[src/rtl/register_file_sb.sv]
// Parametrised 1W/2R register file with optional zero register, same-cycle
// write bypass, and a per-register busy scoreboard for in-flight producers.
module register_file_sb #(
    parameter int XLEN     = 32,
    parameter int NREG     = 32,
    parameter int ADDR_W   = 5,
    parameter int ZERO_REG = 1,
    parameter int BYPASS   = 1
) (
    input  logic              CLK,
    input  logic              RST,
    input  logic              WE3,
    input  logic [ADDR_W-1:0] A1,
    input  logic [ADDR_W-1:0] A2,
    input  logic [ADDR_W-1:0] A3,
    input  logic [XLEN-1:0]   WD3,
    input  logic              SB_SET,
    input  logic [ADDR_W-1:0] SB_A,
    output logic [XLEN-1:0]   RD1,
    output logic [XLEN-1:0]   RD2,
    output logic              BUSY1,
    output logic              BUSY2,
    output logic [ADDR_W:0]   BUSY_CNT
);

    logic [XLEN-1:0] rf_q [NREG];
    logic [XLEN-1:0] rf_d [NREG];
    logic [NREG-1:0] busy_q, busy_d;
    logic [ADDR_W:0] cnt_q, cnt_d;
    logic            wr_ok, set_ok;

    // An address is usable only if it maps to a real, writable register.
    function automatic logic legal(input logic [ADDR_W-1:0] a);
        return (int'(a) < NREG) && !((ZERO_REG != 0) && (a == '0));
    endfunction

    assign wr_ok  = WE3 && legal(A3);
    assign set_ok = SB_SET && legal(SB_A);

    always_comb begin
        rf_d   = rf_q;
        busy_d = busy_q;
        for (int i = 0; i < NREG; i++) begin
            if (wr_ok && (A3 == ADDR_W'(i))) begin
                rf_d[i]   = WD3;
                busy_d[i] = 1'b0;
            end
            // Applied after the clear so a new producer supersedes the writeback.
            if (set_ok && (SB_A == ADDR_W'(i)))
                busy_d[i] = 1'b1;
        end
        cnt_d = '0;
        for (int i = 0; i < NREG; i++)
            cnt_d = cnt_d + (ADDR_W+1)'(busy_d[i]);
    end

    always_ff @(posedge CLK or posedge RST) begin
        if (RST) begin
            rf_q   <= '{default: '0};
            busy_q <= '0;
            cnt_q  <= '0;
        end else begin
            rf_q   <= rf_d;
            busy_q <= busy_d;
            cnt_q  <= cnt_d;
        end
    end

    always_comb begin
        RD1   = '0;
        RD2   = '0;
        BUSY1 = 1'b0;
        BUSY2 = 1'b0;
        for (int i = 0; i < NREG; i++) begin
            if (A1 == ADDR_W'(i)) begin
                RD1   = rf_q[i];
                BUSY1 = busy_q[i];
            end
            if (A2 == ADDR_W'(i)) begin
                RD2   = rf_q[i];
                BUSY2 = busy_q[i];
            end
        end
        if ((BYPASS != 0) && wr_ok && (A3 == A1)) begin
            RD1 = WD3;
            if (!(set_ok && (SB_A == A1)))
                BUSY1 = 1'b0;
        end
        if ((BYPASS != 0) && wr_ok && (A3 == A2)) begin
            RD2 = WD3;
            if (!(set_ok && (SB_A == A2)))
                BUSY2 = 1'b0;
        end
        if (!legal(A1)) begin
            RD1   = '0;
            BUSY1 = 1'b0;
        end
        if (!legal(A2)) begin
            RD2   = '0;
            BUSY2 = 1'b0;
        end
    end

    assign BUSY_CNT = cnt_q;

endmodule

[config.mk]
export PLATFORM = sky130hd
export DESIGN_NAME = register_file_sb
export DESIGN_NICKNAME = d
export VERILOG_FILES = /design/src/rtl/register_file_sb.sv
export SDC_FILE = /design/constraint.sdc
export NUM_CORES = 2
export LEC_CHECK = 0
export BUFFER_PORTS_ARGS = -buffer_cell sky130_fd_sc_hd__buf_2
export CORE_MARGIN = 2
export CORE_UTILIZATION = 29
export CTS_BUF_LIST = sky130_fd_sc_hd__clkbuf_8
export CTS_CLUSTER_DIAMETER = 100
export DETAILED_ROUTE_END_ITERATION = 7
export PLACE_DENSITY_LB_ADDON = 0.12
export SLEW_MARGIN = 20
export SYNTH_ARGS = -nofsm -noshare
export SYNTH_HDL_FRONTEND = slang
export SYNTH_SLANG_ARGS = --single-unit
[constraint.sdc]
create_clock -name CLK -period 91.5 [get_ports CLK]
set_input_delay 9.15 -clock CLK [delete_from_list [all_inputs] [get_ports CLK]]
set_output_delay 9.15 -clock CLK [all_outputs]
set_load 0.02 [all_outputs]
==> impl_metrics.yaml <==
status:
  status: "finished, final reports clean"
power:
  power.density_nw_per_um2: 24.68
  p_int_mw: 1.009
  power_mw: 1.621
  p_switching_uw: 612.3
  power_frac_clock_pct: 31.8
  power.share.combinational_pct: 26.2
  seq_power_share_pct: 42.0
  leakage_nw: 28.13
  switching_share_pct: 37.77
  peakVddDrop_mv: 0.05766
detailed_routing:
  wl_per_cell_um: 48.01
  routed_wl_um: 400100
  dr.pass1.iters: 8
  routed-via-count: 56170
  via_per_inst: 6.740
  drc: 0
  drt_iter0_drc: 10280
  ant_nets: 0
critical_path:
  crit_slowest_cell: "a221oi_1"
  cpMostUsedCell: "buf_4"
  crit_chain: "buf_2, buf_4, buf_4, nand3b_1, nor2_2, buf_4, a22oi_1, nand4b_1, o21ai_0, a221oi_1, buf_2"
  required_ns: 82.35
  arrival_ns: 14.53
  crit_type: "in -> out"
  critPathMaxStageDelay_ns: 1.13
  endpoint_kind: "output port"
  cp.buffers_inverters: 5
  crit_family: "buffers and inverters"
  critPathMaxFanout: 29
  start_kind: "input pin"
grt:
  antenna_found_initial: 49
  grt.total_usage_pct: 38.91
  grt_pass1_wl_um: 522000
  grt_start_max_net_pins: 82
  first_global_vias: 52260
  overflow: 0
floorplanning:
  die_h_um: 448.2
  start_util_pct: 29.10
  die_area_um2: 200900
  core_area_um2: 196600
  rows: 163
  die_w_um: 448.2
  ios: 128
clock_tree:
  root_buffer: "clkbuf_8"
  numCtsBuffers: 193
  tritoncts: "built"
  clkSinkCount: 1030
  cts_resized: 0
  ctsLongestPathBuffers: 3
  cts_setup_buffers: 0
  htree_levels: 4
  clk_pin_slew_ns: 0.06
  cts.hold.buffers_added: 0
  clock_latency_ns: 1.02
sta:
  slew_headroom_pct: 8.617
  post-route-period-util_pct: 25.88
  tightest_slew_ns: 1.367
  max_clock_freq_mhz: 42.23
  hold_ws_ns: 0.3851
  slew_viol_final: 0
  finClkSkew_ns: 0.01391
  timing.setup.tns_ns: 0
  worst_slack_ns: 67.82
  rsz0062_at_grt: "no"
  post-route-min-period_ns: 23.68
  finalHoldViolCount: 0
  setup_viol: 0
place:
  dp_hpwl_um: 273700
  place.gp.congestion: 1.023
  place_ws_ns: 68.19
  io_buffers: 127
  place_area_um2: 61260
logic_synthesis:
  syn-cell-area_um2: 57210
  synth-edff-count: 0
  synth-seq-cells: 1030
  post_synth_num_cell_types: 96
  ys_warn_count: 0
  postSynthCellCount: 5468
  synth_nets: 5555
  async_flop_share_pct: 100.0
  avgSynthCellArea_um2: 10.46
  synth_ff_type: "dfrtp_1"
  ys_seq_area_share_pct: 45.05
cells_and_area:
  syn_to_final_growth_pct: 14.79
  design_area_um2: 65670
  fin_nets: 5596
  final_layout_size_suffix_gt1_share_pct: 32.30
run:
  max_cap_violations: 0
min_path:
  hp-class: "reg -> reg"
[through the flow]
stage	instances	utilization, %
after floorplan	5468	-
after global placement	7953	31.16
after detailed placement	7953	31.16
after CTS	8310	33.36
after global routing	8313	33.38
final	8334	33.40
[cell type report]
class                      count  area [um2]
fill                       20100      130900
multi-input combinational   3846       29440
sequential                  1030       25770
clock buffer                 264        3633
tap                         2640        3303
timing repair buffer         370        2504
clock inverter                93       693.2
inverter                      68       262.8
antenna                       23       57.56
[cells in the final DEF (no fill, tap or decap), types with 103 or more instances in the layout]
cell type,count
buf_2,122
nand2_1,402
nor2_1,216
a22oi_1,401
mux2_2,982
nand3_1,116
o21ai_0,255
inv_1,103
buf_4,241
dfrtp_1,1030
clkbuf_8,264
a21oi_1,281
[path summary, 6_finish.rpt]
check                      depth (start not counted)  slack, ns     endpoint       start
max                                               11      67.82      RD2[28]       A2[3]
min                                                0       0.39    busy_q[0]   busy_q[0]
max reg2reg                                       17      86.25  BUSY_CNT[4]  busy_q[27]
min reg2reg                                        0       0.39    busy_q[0]   busy_q[0]
max in group asynchronous                          5      79.98    rf_q[175]         RST
min in group asynchronous                          2       8.25    rf_q[828]         RST
[power groups by stage]
| stage | sequential, mW | combinational (mW) | clock, mW |
|---|---|---|---|
| after floorplan | 0.610 | 0.276 | 0 |
| after global placement | 0.677 | 0.406 | 0 |
| after detailed placement | 0.676 | 0.412 | 0 |
| after CTS | 0.669 | 0.416 | 0.519 |
| after global routing | 0.680 | 0.458 | 0.538 |
| final | 0.681 | 0.425 | 0.515 |
[cell usage after synthesis, drive strengths merged, types with 16 or more instances]
cell     count  area (um2)
dfrtp     1030       25770
mux2       982       11060
nand2      421        1580
a22oi      401        3010
nor2       296        1196
a21oi      281        1406
buf        278        1338
o21ai      266        1331
clkbuf     246       923.4
nand3      116       580.6
nor3        74       370.4
o22ai       73       456.7
a221oi      71       628.1
nand4       68       425.4
inv         64       240.2
a22o        57       499.2
a31oi       56       350.3
mux2i       44       440.4
o221ai      40       350.3
a211oi      36       270.3
o211ai      35       262.8
nor2b       33       206.5
a222oi      32       320.3
nand2b      30       187.7
a21o        26       195.2
and3        26       162.7
fa          24       480.5
or3         24       150.1
o2bb2ai     19       166.4
a2111oi     18       165.1
nor4        18       112.6
a221o       17       170.2
a2bb2oi     16       140.1
a32oi       16       140.1
xnor2       16       140.1
[worst reg2reg max path: cells and delay by family, from the launching register on]
| kind | cells | cell delay, ns |
|---|---|---|
| compound gates | 4 | 0.49 |
| flops | 1 | 0.40 |
| fa+ha+maj | 8 | 3.83 |
| xor+xnor | 1 | 0.14 |
| buf+inv | 4 | 0.28 |
[logic make-up (layout without fill, tap and decap cells)]
| logic type | Yosys count | in the layout | share of synthesized area (%) |
|---|---|---|---|
| AO/OA/AOI/OAI | 1564 | 1564 | 18.84 |
| flip-flops | 1030 | 1030 | 45.05 |
| multiplexers | 1032 | 1032 | 20.33 |
| adder cells (fa/ha/maj) | 31 | 31 | 0.9929 |
| other | 0 | 23 | 0 |
| XOR/XNOR | 23 | 23 | 0.3521 |
| AND/OR/NAND/NOR | 1196 | 1196 | 10.03 |
| buffers and inverters | 592 | 795 | 4.398 |
[per-layer routing]
layer,vias to the layer above,global-route usage (%),share of wire (%)
li1,20740,-,-
met1,29100,51.26,40
met2,4971,52.96,39
met3,1317,15.82,14
met4,40,22.83,7.1
met5,-,0.04810,0.063
[state kept, by name, summed over array words and instances, names as in the netlist]
signal and cells:
rf_q 992, busy_q 32, BUSY_CNT 6
(Power assumes the default switching activity.)
